==> src/rtl/seg7_scan_encoder.sv <==
// seg7_scan_encoder: rebuilds per-digit BCD codes from a multiplexed,
// active-low 7-segment bus, debouncing each digit before it is captured.
// Ports: clk, reset (sync, active-high), segIn[6:0] (a..g, active-low),
//   digitSel (active-low one-cold), bcdOut (4 bits per digit), digitValid,
//   update (capture pulse), frameDone (all digits seen), patternErr (sticky),
//   timeout (sticky watchdog, only when SCAN_TIMEOUT_EN is defined).
module seg7_scan_encoder #(
  parameter int NUM_DIGITS     = 4,
  parameter int STABLE_CYCLES  = 4,
  parameter int TIMEOUT_CYCLES = 1000000
) (
  input  logic                    clk,
  input  logic                    reset,
  input  logic [6:0]              segIn,
  input  logic [NUM_DIGITS-1:0]   digitSel,
  output logic [4*NUM_DIGITS-1:0] bcdOut,
  output logic [NUM_DIGITS-1:0]   digitValid,
  output logic                    update,
  output logic                    frameDone,
  output logic                    patternErr
`ifdef SCAN_TIMEOUT_EN
  ,
  output logic                    timeout
`endif
);

  localparam int IW = (NUM_DIGITS > 1) ? $clog2(NUM_DIGITS) : 1;
  localparam int ZW = $clog2(NUM_DIGITS + 1);
  localparam int CW = $clog2(STABLE_CYCLES + 1);

  typedef enum logic [1:0] {
    IDLE,
    SETTLE,
    HOLD
  } state_t;

  state_t                state;
  logic [6:0]            seg_q;
  logic [6:0]            seg_p;
  logic [NUM_DIGITS-1:0] sel_q;
  logic [NUM_DIGITS-1:0] sel_p;
  logic [CW-1:0]         cnt;
  logic [NUM_DIGITS-1:0] mask;

  logic [ZW-1:0]         nzero;
  logic [IW-1:0]         idx;
  logic                  sel_ok;
  logic                  same;
  logic                  stable;
  logic                  cap;
  logic [NUM_DIGITS-1:0] cap_bit;
  logic [3:0]            code;
  logic                  bad;

  // Count the low selects and remember where the (last) one sits.
  always_comb begin
    nzero = '0;
    idx   = '0;
    for (int i = 0; i < NUM_DIGITS; i++) begin
      if (!sel_q[i]) begin
        nzero = nzero + ZW'(1);
        idx   = IW'(i);
      end
    end
  end

  assign sel_ok  = (nzero == ZW'(1));
  assign same    = (seg_q == seg_p) && (sel_q == sel_p);
  assign stable  = (STABLE_CYCLES == 1) ||
                   (cnt == CW'(STABLE_CYCLES - 1));
  assign cap     = (state == SETTLE) && sel_ok && same && stable;
  assign cap_bit = cap ? (NUM_DIGITS'(1) << idx) : '0;

  always_comb begin
    code = 4'hE;
    bad  = 1'b0;
    case (seg_q)
      7'h40:   code = 4'd0;
      7'h79:   code = 4'd1;
      7'h24:   code = 4'd2;
      7'h30:   code = 4'd3;
      7'h19:   code = 4'd4;
      7'h12:   code = 4'd5;
      7'h02:   code = 4'd6;
      7'h78:   code = 4'd7;
      7'h00:   code = 4'd8;
      7'h10:   code = 4'd9;
      7'h7F:   code = 4'hF;
      default: bad  = 1'b1;
    endcase
  end

  always_ff @(posedge clk) begin
    if (reset) begin
      state      <= IDLE;
      cnt        <= '0;
      mask       <= '0;
      seg_q      <= '1;
      seg_p      <= '1;
      sel_q      <= '1;
      sel_p      <= '1;
      bcdOut     <= '1;
      digitValid <= '0;
      update     <= 1'b0;
      frameDone  <= 1'b0;
      patternErr <= 1'b0;
    end else begin
      seg_q      <= segIn;
      sel_q      <= digitSel;
      seg_p      <= seg_q;
      sel_p      <= sel_q;
      update     <= cap;
      digitValid <= digitValid | cap_bit;
      for (int i = 0; i < NUM_DIGITS; i++) begin
        if (cap_bit[i]) bcdOut[4*i +: 4] <= code;
      end
      if (cap && bad) patternErr <= 1'b1;
      // A full mask fires frameDone and clears; a capture in the
      // same cycle still lands in the fresh mask.
      frameDone <= &mask;
      mask      <= ((&mask) ? '0 : mask) | cap_bit;
      unique case (state)
        IDLE: begin
          if (sel_ok) begin
            state <= SETTLE;
            cnt   <= CW'(1);
          end
        end
        SETTLE: begin
          if (!sel_ok) begin
            state <= IDLE;
          end else if (!same) begin
            cnt <= CW'(1);
          end else if (stable) begin
            state <= HOLD;
          end else if (cnt < CW'(STABLE_CYCLES)) begin
            cnt <= cnt + CW'(1);
          end
        end
        HOLD: begin
          if (!sel_ok) begin
            state <= IDLE;
          end else if (!same) begin
            state <= SETTLE;
            cnt   <= CW'(1);
          end
        end
        default: state <= IDLE;
      endcase
    end
  end

`ifdef SCAN_TIMEOUT_EN
  localparam int TW = $clog2(TIMEOUT_CYCLES + 1);

  logic [TW-1:0] wd;

  always_ff @(posedge clk) begin
    if (reset) begin
      wd      <= '0;
      timeout <= 1'b0;
    end else if (cap) begin
      wd <= '0;
    end else if (wd != TW'(TIMEOUT_CYCLES)) begin
      wd <= wd + TW'(1);
      if (wd == TW'(TIMEOUT_CYCLES - 1)) timeout <= 1'b1;
    end
  end
`endif

endmodule

==> config.mk <==
export PLATFORM = sky130hd
export DESIGN_NAME = seg7_scan_encoder
export DESIGN_NICKNAME = d
export VERILOG_FILES = /design/src/rtl/seg7_scan_encoder.sv
export SDC_FILE = /design/constraint.sdc
export NUM_CORES = 1
export LEC_CHECK = 0
export BUFFER_PORTS_ARGS = -buffer_cell sky130_fd_sc_hd__buf_2
export CAP_MARGIN = 25
export CELL_PAD_IN_SITES_DETAIL_PLACEMENT = 0
export CELL_PAD_IN_SITES_GLOBAL_PLACEMENT = 1
export CORE_MARGIN = 2
export CORE_UTILIZATION = 49
export CTS_BUF_LIST = sky130_fd_sc_hd__clkbuf_4
export CTS_CLUSTER_DIAMETER = 150
export DETAILED_ROUTE_END_ITERATION = 8
export GPL_TIMING_DRIVEN = 0
export HOLD_SLACK_MARGIN = 0.03
export PLACE_DENSITY_LB_ADDON = 0.1
export SLEW_MARGIN = 20
export SYNTH_ARGS = -nofsm -noshare
export SYNTH_HDL_FRONTEND = slang
export SYNTH_SLANG_ARGS = --single-unit
==> constraint.sdc <==
create_clock -name clk -period 8 [get_ports clk]
set_input_delay 0 -clock clk [delete_from_list [all_inputs] [get_ports clk]]
set_output_delay 0 -clock clk [all_outputs]
set_load 0.1 [all_outputs]
* Yosys cells after proc, flatten, opt, wreduce, memory -nomap -nowiden *
Cells that the tools add are included.

cells by class
  add/subtract/negate cells = 4
  order comparisons = 1
  eq/ne operators = 25
  shift-type cells = 1
  muxes and demuxes = 26
  bitwise operators = 2
  reductions and logical operators = 12

operators by type and width
  kind                                                 count
  one-hot mux 4 bit (11 select lines)                  1
  2-to-1 mux 3 bit                                     10
  equality test 7 bit, second input constant           4
  equality test 7 x 5 -> 1 bit, second input constant  3
  2-to-1 mux 2 bit                                     8
  equality test 7 x 6 -> 1 bit, second input constant  2
  adder 3 x 1 -> 3 bit, second input constant          4
  != test 3 bit, second input constant                 4
  OR reduction 11 bit                                  1
  one-hot mux 3 bit (3 select lines)                   1
  2-to-1 mux 4 bit                                     2
  != test 2 bit, second input constant                 4
  OR 4 bit                                             2
  AND reduction 4 bit                                  2
  equality test 7 x 2 -> 1 bit, second input constant  1
  equality test 7 bit                                  1
  logical NOT 7 bit                                    1
  AND reduction 7 bit                                  1
  one-hot mux 2 bit (3 select lines)                   1
  logical AND 1 bit                                    5
  equality test 4 bit                                  1
  << shifter 1 x 2 -> 4 bit, first input constant      1
  equality test 3 x 1 -> 1 bit, second input constant  1
  equality test 3 x 2 -> 1 bit, second input constant  1
  other kinds (7)                                      9

word-level totals
  bits in registers = 54
  input port bits = 13
  output and inout bits = 23
  word-level logic and storage cells = 86

* Depth between registers and ports, before layout *
Gate-level depths: netlist of the first run.

  word-level depth = 13
  mapped depth = 10
  mapped depth without buffers = 10

* Worst setup path before layout of the first run *
Ideal clock, no wire load.

  path type = register to register
  start = register sel_q[1]
  end = register bcdOut[0]
  setup time = 0.139 ns
  data arrival time = 2.487 ns
  data required time = 7.861 ns
  path slack = 5.375 ns
  cell stages (with the launch flop) = 10
  buffers on the path = 1
  period minus slack after synthesis = 2.625 ns
  cell sequence = dfxtp_1 inv_1 ha_1 buf_2 xnor2_1 ha_1 o311a_4 nor3_4 nand3_4 mux2i_1

between the ends
  cells in the longest elaborated chain, start to end = 10
  elaborated cells on any way between the ends = 16
  those cells by class = add/sub (2); eq/ne (2); shift (1); mux (7); reduce/logical (4)

ends and longest elaborated chain
  item                             line  text
  start: declaration               40    logic [NUM_DIGITS-1:0] sel_q;
  start signal: assignment         109   sel_q <= digitSel;
  2-to-1 mux 3 bit                 60    if (!sel_q[i]) begin
  adder 3 x 1 -> 3 bit             61    nzero = nzero + ZW'(1);
  2-to-1 mux 3 bit                 60
  adder 3 x 1 -> 3 bit             61
  2-to-1 mux 3 bit                 60
  equality test 3 x 1 -> 1 bit     67    assign sel_ok = (nzero == ZW'(1));
  logical AND 1 bit (3 in series)  71    assign cap = (state == SETTLE) && sel_ok && same && stable;
  2-to-1 mux 4 bit (*)             72    assign cap_bit = cap ? (NUM_DIGITS'(1) << idx) : '0;
  end signal: indexed assignment   115   if (cap_bit[i]) bcdOut[4*i +: 4] <= code;
  end: declaration                 16    output logic [4*NUM_DIGITS-1:0] bcdOut,

Mark *: on every way between the ends. The rest lies on a longest branch, timed or not.
A chain may end at the register's enable or synchronous reset.

* Worst setup path after layout of the first run *
  start = register sel_q[1]
  end = register bcdOut[8]

The elaborated chain is that of the path after synthesis.

==> results.md, run 1 <==
* Clock slew at reported path FFs at 0.14 ns
* Final setup viols at 0
* Seq cells post-synth at 54
* Detailed-route via count at 1941
* Final WL at 4900 um
* Layout fillers at 423
* Crit end category: register
* DR pass1 iterations at 4
* Post-CTS resize count at 0
* Iter 0 DRT Violations at 76
* Crit path cell chain: inv_1 -> ha_1 -> buf_2 -> xnor2_1 -> ha_1 -> o311a_4 -> nor3_4 -> nand3_4 -> mux2i_1
* Critical setup path kind: reg2reg
* CTS tree: built
* RSZ-0062 raised after global routing: no
* Synth Area per Inst at 9.55 um2
* DRC at 0
* Post-Syn Area at 0.00246 mm2
* Via density at 5.11
* Setup crit start: sel_q[1]$_SDFF_PP1_
* Slowest-stage cell, CP: nor3_4
* Diode count at 0
* Initial Util at 51.5%
* Post-synth EDFFs at 0
* Worst path max stage delay at 0.53 ns
* Largest net degree at the start of global routing at 17
* Post-Syn Instances at 258
* Status: finished, final reports clean
* CTS sink cnt at 54
* Root Buffer: clkbuf_4
* Most Frequent Cell on Critical Path: ha_1
* Worst slew margin at 58.7%
* Final Hold Viols at 0
* Worst r2r dst: bcdOut[8]$_SDFFE_PP1P_
* Vias in the first global route at 1798
* Port bufs at 35
* DP HPWL at 3490 um
* Syn_nets at 276
* Netlist cell types at 53
* # Post-CTS Setup Buffers at 0
* Actual transition at the worst max-transition pin at 0.617 ns
* Dominant synthesized flop cell: dfxtp_1
* Post-route antenna net violation count at 0
* Peak VDD IR at 110 uV
* GRT overflow at 0
* CTS Hold Bufs at 12
* P&R area growth vs syn at 17.7%
* Die ar. at 0.00561 mm2
* Layout Nets at 330
* Synth warn at 0
* CTS Buf Count at 5
* Post-Place Cell Area at 0.00272 mm2
* CP startpoint kind: register
* LEAKAGE at 1.22 nW
* Worst r2r src: sel_q[1]$_SDFF_PP1_
* CTS Buffer Depth at 2
* Register area share after synthesis at 43.9%
* WL/cell at 12.9 um
* Site Rows at 25
* Area of the multi-input gates at 0.00126 mm2
* Core area at 0.00479 mm2
* Crit Path Max Fanout at 8
* Die H at 74.9 um
* First-pass GRT wire length at 8080 um
* F_max at 0.339 GHz
* Clock Latency Late Sink at 0.37 ns
* Setup TNS Final at 0 ns
* Asr flop ratio synth at 0%
* Htree depth at 2
* R2R cell count at 9
* Clk_skew at 0.0155 ns
* Placer's final routability congestion estimate at 0.860
* Period utilization at 36.9%
* Layout cells sized above 1 at 25.9%
* MaxCap Viol Count at 0
* PwrDens at 160 mW/mm2
* Worst Path Required at 8.24 ns
* Worst setup endpoint: bcdOut[8]$_SDFFE_PP1P_
* GRT Total Usage at 18.8%
* Min-delay worst type: in2reg
* Final Cell Area at 0.00290 mm2
* Worst Path Arrival at 3.19 ns
* # IOs at 36
* Minimum clock period at 2.95 ns
* Storage element area at 0.00108 mm2
* R2R Setup Slk at 5.05 ns
* Max-slew violations at 0
* Die width at 74.9 um
* Initial antenna violation count at 0
-- final cells by class --
class | instances | area share (%)
flip-flops and latches | 54 | 37.3
plain buffers | 17 | 2.85
clock inverters | 2 | 0.431
well taps | 67 | 2.89
clock buffers | 6 | 1.55
multi-input cells | 176 | 43.4
inverters | 11 | 1.42
repair buffers | 47 | 10.2
-- per-stage QoR --
step	util, %	hold slack, ns	std cells	power [W]	worst slack [ns]
2_1_floorplan	-	0.104	258	0.000331	5.37
3_3_place_gp	56.9	0.182	360	0.000343	5.05
3_5_place_dp	56.9	0.185	360	0.000344	5.04
4_1_cts	60.6	0.323	380	0.000469	5.01
5_1_grt	60.6	0.324	380	0.000487	4.88
6_report	60.6	0.345	380	0.000465	5.05
-- placed cells by master (no fill, tap or decap), drive strengths merged, types with 2 or more instances in the layout --
master       Yosys  routed
a211oi           2       2
a21o             2       2
a21oi           11      11
a221oi           2       2
and3             2       2
and4             2       2
buf              9      44
clkbuf           8      14
dfxtp           54      54
dlygate4sd3      0      12
ha               5       5
inv             11      12
mux2i           16      16
nand2           14      14
nand3           11      11
nand3b           3       3
nand4            5       5
nor2            24      24
nor2b            3       3
nor3             8       8
nor3b            3       3
nor4             3       3
o21ai            5       5
or2             19      19
or3              3       3
xnor2           14      14
-- Yosys cell counts, drive strengths merged, types with 3 or more instances --
cell type,count,share of area [%]
nand4,5,1.3
nand3b,3,0.91
nand2,14,2.4
or2,19,4.8
buf,9,2.1
inv,11,1.7
nor2,24,3.7
dfxtp,54,44
nor3,8,2.3
nand3,11,4.3
clkbuf,8,1.2
a21oi,11,2.2
o21ai,5,1.0
mux2i,16,6.5
ha,5,2.5
xnor2,14,5.0
nor4,3,0.76
nor2b,3,0.76
or3,3,0.76
nor3b,3,0.91
-- cells by family (layout without fill, tap and decap cells) --
| family | after synthesis | after routing | synth area share [%] |
|---|---|---|---|
| xor gates and xnor gates | 15 | 15 | 5.33 |
| adders and majority gates | 5 | 5 | 2.54 |
| muxes | 16 | 16 | 6.50 |
| DFF | 54 | 54 | 43.9 |
| and+or+nand+nor | 105 | 105 | 25.5 |
| AOI/OAI and AO/OA | 35 | 35 | 11.2 |
| buffers and inverters | 28 | 83 | 5.03 |
-- critical path: cells and delay by family (launching register included) --
family                     cells  cell delay, ns
DFF                            1            0.44
muxes                          1            0.17
xor gates and xnor gates       1            0.13
AOI/OAI and AO/OA              1            0.38
buffers and inverters          2            0.28
and+or+nand+nor                2            0.78
adders and majority gates      2            0.63
-- power by group --
group / leakage, nW / internal [W] / switching, W / total [W]
sequential: 0.442 / 0.000276 / 0.00000383 / 0.000279
combinational: 0.743 / 0.0000286 / 0.0000345 / 0.0000630
clock: 0.0337 / 0.0000383 / 0.0000839 / 0.000122
-- flip-flops by register name (all words and copies together) (netlist names), 3 cells and up --
register    cells
seg_q           7
digitValid      4
sel_q           4
sel_p           4
mask            4
cnt             3
bcdOut         16
seg_p           7
-- worst min path at each step --
stage                      from                   to  cells past startpoint
finish                 segIn[5]  seg_q[5]$_SDFF_PP1_                      3
global placement       segIn[6]  seg_q[6]$_SDFF_PP1_                      2
CTS                    segIn[4]  seg_q[4]$_SDFF_PP1_                      3
global route           segIn[2]  seg_q[2]$_SDFF_PP1_                      3
detailed placement  digitSel[0]  sel_q[0]$_SDFF_PP1_                      2
floorplan              segIn[0]  seg_q[0]$_SDFF_PP1_                      1
-- per-layer routing --
metal | global-route usage (%) | wire, um | vias up | part of all wire [%]
li1 | - | - | 1005 | -
met1 | 23.8 | 2290 | 899 | 47
met2 | 32.7 | 2430 | 32 | 50
met3 | 3.35 | 139 | 5 | 2.8
met4 | 5.36 | 39 | 0 | 0.80
met5 | 0 | 0 | - | 0
(Power assumes the default switching activity.)
==> run 2: changes to the inputs <==
--- a/config.mk
+++ b/config.mk
@@ -5,12 +5,13 @@
 export SDC_FILE = /design/constraint.sdc
 export NUM_CORES = 1
 export LEC_CHECK = 0
+export ABC_AREA = 1
 export BUFFER_PORTS_ARGS = -buffer_cell sky130_fd_sc_hd__buf_2
 export CAP_MARGIN = 25
 export CELL_PAD_IN_SITES_DETAIL_PLACEMENT = 0
 export CELL_PAD_IN_SITES_GLOBAL_PLACEMENT = 1
 export CORE_MARGIN = 2
-export CORE_UTILIZATION = 49
+export CORE_UTILIZATION = 42
 export CTS_BUF_LIST = sky130_fd_sc_hd__clkbuf_4
 export CTS_CLUSTER_DIAMETER = 150
 export DETAILED_ROUTE_END_ITERATION = 8
==> constraint.sdc (replaced) <==
create_clock -name clk -period 2.9 [get_ports clk]
set_input_delay 0 -clock clk [delete_from_list [all_inputs] [get_ports clk]]
set_output_delay 0 -clock clk [all_outputs]
set_load 0.1 [all_outputs]
==> run 2 against run 1 <==
- design area rose by 3.9%
- non-clock buffer count fell by 4
- sequential share of layout area fell by 1.4 points
- via count rose by 16%
- clock skew rose by 0.0049 ns
- total power rose to 3.0 times the previous value
- flip-flop and latch count did not move
- critical path depth rose by 7
- largest power group unchanged
==> results.md, run 2 <==
* Status: finished, final reports clean
* Top cell type's share of synthesized area at 43.2% (-0.66 points)
* Setup TNS Final at 0 ns (unchanged)
* Layout cells sized above 1 at 20.7% (-5.1 points)
* DRC at 0 (unchanged)
* Worst Path Arrival at 2.86 ns (-0.33 ns)
* Min-delay src: reset
* Post-CTS resize count at 0 (unchanged)
* Worst hold slack at 0.241 ns (-0.105 ns)
* # IOs at 36 (unchanged)
* Crit path cell chain: inv_1 -> ha_1 -> inv_1 -> nand2_1 -> nand2_1 -> ha_1 -> or2_1 -> nand2_1 -> nand3_4 -> inv_2 -> nand2_2 -> nor2_4 -> buf_8 -> nand2_4 -> nand2_1 -> nand3_1
* Placed Cells at 456 (+27%)
* Seq cells post-synth at 54 (unchanged)
* DP HPWL at 4130 um (+18%)
* GRT overflow at 0 (unchanged)
* Core area at 0.00585 mm2 (+22%)
* Die H at 81.2 um (+8.4%)
* Largest cells by area after synthesis: dfxtp_1, nand2_1, nand3_1
* CTS sink cnt at 54 (unchanged)
* Htree depth at 2 (unchanged)
* Initial antenna violation count at 0 (unchanged)
* Most frequent cells in the layout: nand2_1, dfxtp_1, nand3_1
* Root Buffer: clkbuf_4
* Register area share after synthesis at 43.2% (-0.66 points)
* Non-filler instance count after layout at 480 (+26%)
* GRT Total Usage at 18.7% (-0.080 points)
* Die width at 81.2 um (+8.4%)
* CTS Hold Bufs at 16 (+4)
* Crit end category: register
* Initial Util at 42.8% (-8.7 points)
* Synth Area per Inst at 7.23 um2 (-24%)
* Vias in the first global route at 2080 (+16%)
* Worst Path Required at 3.13 ns (-5.11 ns)
* Via density at 4.71 (-7.8%)
* Leading area contributor after synthesis: dfxtp_1
* Commonest cells in the netlist: nand2_1, dfxtp_1, nand3_1
* DR pass1 iterations at 4 (unchanged)
* Synth warn at 0 (unchanged)
* Crit Path Max Fanout at 10 (+2)
* Post-route antenna net violation count at 0 (unchanged)
* Seq pwr share at 56.6% (-3.5 points)
* Tot Pwr at 0.00137 W (+200%)
* RSZ-0062 raised after global routing: no
* Die ar. at 0.00659 mm2 (+17%)
* Post-Syn Area at 0.00250 mm2 (+1.5%)
* Post-synth EDFFs at 0 (unchanged)
* Sw power at 0.000354 W (+190%)
* Clock group share of total power at 31.1% (+4.8 points)
* CTS Buf Count at 5 (unchanged)
* Period utilization at 90.5% (+54 points)
* Clock slew at reported path FFs at 0.16 ns (+0.02 ns)
* Min-delay worst type: in2reg
* Layout Nets at 422 (+28%)
* Worst r2r src: sel_q[1]$_SDFF_PP1_
* Diode count at 0 (unchanged)
* CTS tree: built
* Netlist cell types at 31 (-42%)
* Actual transition at the worst max-transition pin at 0.666 ns (+0.0486 ns)
* Portion of total power attributed to combinational logic at 12.2% (-1.4 points)
* Worst path max stage delay at 0.45 ns (-0.08 ns)
* Most frequent cell after synthesis: nand2_1
* Largest register FFs at 16 (unchanged)
* Biggest register: bcdOut
* Syn_nets at 364 (+32%)
* Largest net degree at the start of global routing at 17 (unchanged)
* Site Rows at 28 (+12%)
* Clk_skew at 0.0205 ns (+0.00494 ns)
* F_max at 0.381 GHz (+12%)
* Worst slew margin at 55.6% (-3.1 points)
* Critical setup path kind: reg2reg
* First-pass GRT wire length at 9490 um (+18%)
* LEAKAGE at 1.52 nW (+25%)
* Worst r2r dst: bcdOut[0]$_SDFFE_PP1P_
* Final WL at 5600 um (+14%)
* MaxCap Viol Count at 0 (unchanged)
* Detailed-route via count at 2261 (+16%)
* Placer's final routability congestion estimate at 0.839 (-2.4%)
* Sw frac at 25.8% (-0.53 points)
* Port bufs at 35 (unchanged)
* R2R Setup Slk at 0.27 ns (-4.78 ns)
* Slowest-stage cell, CP: dfxtp_1
* Post-Syn Instances at 346 (+34%)
* Internal power at 0.00102 W (+200%)
* Hold Crit Depth at 4 (+1)
* Peak VDD IR at 214 uV (+94%)
* Final Hold Viols at 0 (unchanged)
* Max-slew violations at 0 (unchanged)
* WL/cell at 11.7 um (-9.4%)
* P&R area growth vs syn at 20.4%
* Most Frequent Cell on Critical Path: nand2_1
* R2R cell count at 16 (+7)
* PwrDens at 456 mW/mm2 (+180%)
* Layout fillers at 591 (+40%)
* Final setup viols at 0 (unchanged)
* Clock Latency Late Sink at 0.37 ns (about the same)
* Hold EP: bcdOut[8]$_SDFFE_PP1P_
* Largest regs: bcdOut (16), seg_p (7), seg_q (7)
* Commonest non-fill, non-tap cell in the layout: nand2_1
* Iter 0 DRT Violations at 109 (+43%)
* Minimum clock period at 2.63 ns (-0.324 ns)
* CTS Buffer Depth at 2 (unchanged)
* Asr flop ratio synth at 0% (unchanged)
* # Post-CTS Setup Buffers at 0 (unchanged)
* CP startpoint kind: register
* Dominant synthesized flop cell: dfxtp_1
-- run 2: cell count changes in the layout (fill, tap and decap cells not counted), moves of 6 or more --
cell     change
nor2_1       +7
mux2i_1     -16
inv_1       +24
or2_2        -8
xnor2_1      -8
nand2_1     +89
a21oi_2      +6
nand3_1     +43
-- run 2: kinds of logic after synthesis --
kind of cell	after synthesis	share of synthesized area, %
AO/OA/AOI/OAI	16	4.25
XOR/XNOR	6	2.10
adder cells (fa/ha/maj)	5	2.50
buffers and inverters	50	8.55
flip-flops	54	43.2
AND/OR/NAND/NOR	215	39.4
-- run 2: layer usage --
layer | track usage, % | wire [um] | part of all wire, % | vias up
li1 | - | - | - | 1199
met1 | 24.7 | 2800 | 50 | 1008
met3 | 2.78 | 174 | 3.1 | 5
met2 | 31.8 | 2580 | 46 | 49
met5 | 0 | 0 | 0 | -
met4 | 5.08 | 51 | 0.91 | 0
-- run 2: power by group through the flow --
stage / Combinational, W / Clock (W) / Sequential (W)
floorplan: 0.000116 / 0 / 0.000790
detailed placement: 0.000153 / 0 / 0.000794
global placement: 0.000152 / 0 / 0.000793
global route: 0.000194 / 0.000469 / 0.000781
finish: 0.000168 / 0.000427 / 0.000778
CTS: 0.000170 / 0.000438 / 0.000778
-- run 2: per-stage QoR --
stage          utilization (%)  setup WS [ns]  cell area (um2)
3_5_place_dp              47.4          0.309             2770
2_1_floorplan                -          0.588             2500
4_1_cts                   51.5          0.281             3010
6_report                  51.5          0.275             3010
3_3_place_gp              47.4          0.322             2770
5_1_grt                   51.5         0.0723             3010
-- run 2: cell type report --
cell class	count	area (um2)	share of cell area [%]
repair buffers	51	335	11.1
clock buffers	6	45.0	1.49
multi-input cells	242	1210	40.1
inverters	41	156	5.19
clock inverters	2	37.5	1.25
flip-flops and latches	54	1080	35.9
well taps	75	93.8	3.11
plain buffers	9	57.6	1.91
-- run 2: critical path: cells and delay by family (launching register included) --
family,cells,cell delay (ns)
adders and majority gates,2,0.60
buffers and inverters,4,0.40
DFF,1,0.45
and+or+nand+nor,10,1.02
-- run 2: worst max path at each step --
stage	startpoint	to	slack, ns	depth (start not counted)
after floorplan	sel_q[1]$_SDFF_PP1_	bcdOut[0]$_SDFFE_PP1P_	0.59	16
after global placement	sel_q[1]$_SDFF_PP1_	bcdOut[2]$_SDFFE_PP1P_	0.32	16
after detailed placement	sel_q[1]$_SDFF_PP1_	bcdOut[4]$_SDFFE_PP1P_	0.31	16
after CTS	sel_q[1]$_SDFF_PP1_	bcdOut[0]$_SDFFE_PP1P_	0.28	16
after global routing	sel_q[1]$_SDFF_PP1_	bcdOut[1]$_SDFFE_PP1P_	0.07	16
final	sel_q[1]$_SDFF_PP1_	bcdOut[0]$_SDFFE_PP1P_	0.27	16
==> run 3: changes to the inputs <==
--- a/config.mk
+++ b/config.mk
@@ -9,9 +9,9 @@
 export BUFFER_PORTS_ARGS = -buffer_cell sky130_fd_sc_hd__buf_2
 export CAP_MARGIN = 25
 export CELL_PAD_IN_SITES_DETAIL_PLACEMENT = 0
-export CELL_PAD_IN_SITES_GLOBAL_PLACEMENT = 1
+export CELL_PAD_IN_SITES_GLOBAL_PLACEMENT = 2
 export CORE_MARGIN = 2
-export CORE_UTILIZATION = 42
+export CORE_UTILIZATION = 33
 export CTS_BUF_LIST = sky130_fd_sc_hd__clkbuf_4
 export CTS_CLUSTER_DIAMETER = 150
 export DETAILED_ROUTE_END_ITERATION = 8
==> run 3 against run 2 <==
- fmax increased by 3.2%
- via count is 2.5% lower
- setup slack gained 0.082 ns
- global-route usage decreased by 2.8 points
- clock skew down 0.0017 ns
- sequential power barely moved
- critical path depth unchanged
- wire length grew 8.1%
- utilization is 9.8 points lower
- clock-buffer cell count unchanged
- total power is 0.59% higher
- cell count rose by 5.0%
==> results.md, run 3 (synthesis results as in run 2) <==
* Status: finished, final reports clean
* Detailed-route via count at 2205 (-2.5%)
* GRT overflow at 0 (unchanged)
* Setup TNS Final at 0 ns (unchanged)
* Tot Pwr at 0.00138 W (+0.59%)
* Largest net degree at the start of global routing at 17 (unchanged)
* Die ar. at 0.00830 mm2 (+26%)
* Worst Path Arrival at 2.78 ns (-0.08 ns)
* DR pass1 iterations at 4 (unchanged)
* # Post-CTS Setup Buffers at 0 (unchanged)
* Layout Nets at 422 (unchanged)
* Die width at 91.1 um (+12%)
* Root Buffer: clkbuf_4
* Post-route antenna net violation count at 0 (unchanged)
* MaxCap Viol Count at 0 (unchanged)
* Crit end category: register
* CTS Buf Count at 5 (unchanged)
* WL/cell at 12.0 um (+3.0%)
* R2R cell count at 16 (unchanged)
* Largest regs: bcdOut (16), seg_p (7), seg_q (7)
* Die H at 91.1 um (+12%)
* Max-slew violations at 0 (unchanged)
* DRC at 0 (unchanged)
* GRT Total Usage at 15.9% (-2.8 points)
* Vias in the first global route at 2194 (+5.5%)
* Commonest non-fill, non-tap cell in the layout: nand2_1
* Actual transition at the worst max-transition pin at 0.677 ns (+0.0112 ns)
* First-pass GRT wire length at 10500 um (+11%)
* Minimum clock period at 2.54 ns (-0.0818 ns)
* Final WL at 6050 um (+8.1%)
* Crit path cell chain: inv_1 -> ha_1 -> inv_1 -> nand2_1 -> nand2_1 -> ha_1 -> or2_1 -> nand2_1 -> nand3_4 -> inv_2 -> nand2_2 -> nor2_4 -> buf_8 -> nand2_4 -> nand2_1 -> nand3_1
* CP startpoint kind: register
* Biggest register: bcdOut
* Worst path max stage delay at 0.41 ns (-0.04 ns)
* PwrDens at 454 mW/mm2 (-0.44%)
* Final setup viols at 0 (unchanged)
* Core area at 0.00729 mm2 (+25%)
* Hold Crit Depth at 4 (unchanged)
* F_max at 0.393 GHz (+3.2%)
* Layout cells sized above 1 at 21.0% (+0.25 points)
* Placer's final routability congestion estimate at 0.764 (-9.0%)
* Largest register FFs at 16 (unchanged)
* Most Frequent Cell on Critical Path: nand2_1
* Initial antenna violation count at 0 (unchanged)
* CTS tree: built
* CTS sink cnt at 54 (unchanged)
* Slowest-stage cell, CP: dfxtp_1
* Iter 0 DRT Violations at 76 (-30%)
* Most frequent cells in the layout: nand2_1, dfxtp_1, nand3_1
* Worst slew margin at 54.9% (-0.75 points)
* RSZ-0062 raised after global routing: no
* Critical setup path kind: reg2reg
* Htree depth at 2 (unchanged)
* DP HPWL at 4520 um (+9.4%)
* Final Hold Viols at 0 (unchanged)
* Initial Util at 34.3% (-8.5 points)
* Clock Latency Late Sink at 0.37 ns (about the same)
* Port bufs at 35 (unchanged)
* Period utilization at 87.7% (-2.8 points)
* Clk_skew at 0.0188 ns (-0.00169 ns)
* Clock slew at reported path FFs at 0.15 ns (about the same)
* Peak VDD IR at 175 uV (-18%)
* Crit Path Max Fanout at 10 (unchanged)
* Via density at 4.38 (-7.1%)
* P&R area growth vs syn at 21.7%
* CTS Buffer Depth at 2 (unchanged)
* Site Rows at 31 (+11%)
* Min-delay worst type: in2reg
* # IOs at 36 (unchanged)
* LEAKAGE at 1.52 nW (about the same)
* Diode count at 0 (unchanged)
* Worst Path Required at 3.14 ns (about the same)
## run 3: final cells by class
cell class	instances	area [um2]
fill	839	4250
multi-input combinational	242	1210
sequential	54	1080
timing repair buffer	51	335
inverter	41	156
tap	99	124
buffer	9	57.6
clock buffer	6	45.0
clock inverter	2	37.5
## run 3: power breakdown
group | internal (W) | leakage [nW] | switching, W
Combinational | 0.0000672 | 1.04 | 0.000101
Sequential | 0.000761 | 0.441 | 0.0000175
Clock | 0.000192 | 0.0419 | 0.000243
## run 3: worst paths after layout
kind	slack [ns]	from	end
min reg2reg	0.46	digitValid[2]$_SDFF_PP0_	digitValid[2]$_SDFF_PP0_
max	0.36	sel_q[0]$_SDFF_PP1_	bcdOut[3]$_SDFFE_PP1P_
min	0.24	reset	seg_p[6]$_SDFF_PP1_
max reg2reg	0.36	sel_q[0]$_SDFF_PP1_	bcdOut[3]$_SDFFE_PP1P_
## run 3: critical path: cells and delay by family (launching register included)
| family | cells | cell delay (ns) |
|---|---|---|
| AND/OR/NAND/NOR | 10 | 1.05 |
| adder cells (fa/ha/maj) | 2 | 0.60 |
| flip-flops | 1 | 0.41 |
| buffers and inverters | 4 | 0.36 |
## run 3: timing repair
item / CTS / global route
hold endpoints to repair: 11 / 0
hold buffers: 16 / 0
resized for setup: 0 / 1
setup endpoints to repair: 0 / 1
## run 3: per-stage QoR
stage | utilization (%) | std cells | hold slack (ns) | setup slack [ns] | instance area (um2)
floorplan | - | 346 | 0.104 | 0.588 | 2500
global route | 41.8 | 504 | 0.295 | 0.0493 | 3050
CTS | 41.7 | 504 | 0.251 | 0.300 | 3040
global placement | 38.4 | 480 | 0.182 | 0.323 | 2800
finish | 41.8 | 504 | 0.240 | 0.356 | 3050
detailed placement | 38.4 | 480 | 0.185 | 0.315 | 2800
## run 3: per-layer routing
layer / routed length [um] / GRT usage (%)
met2: 2580 / 25.2
met4: 35 / 3.79
met3: 174 / 2.90
met5: 0 / 0
met1: 3260 / 22.4
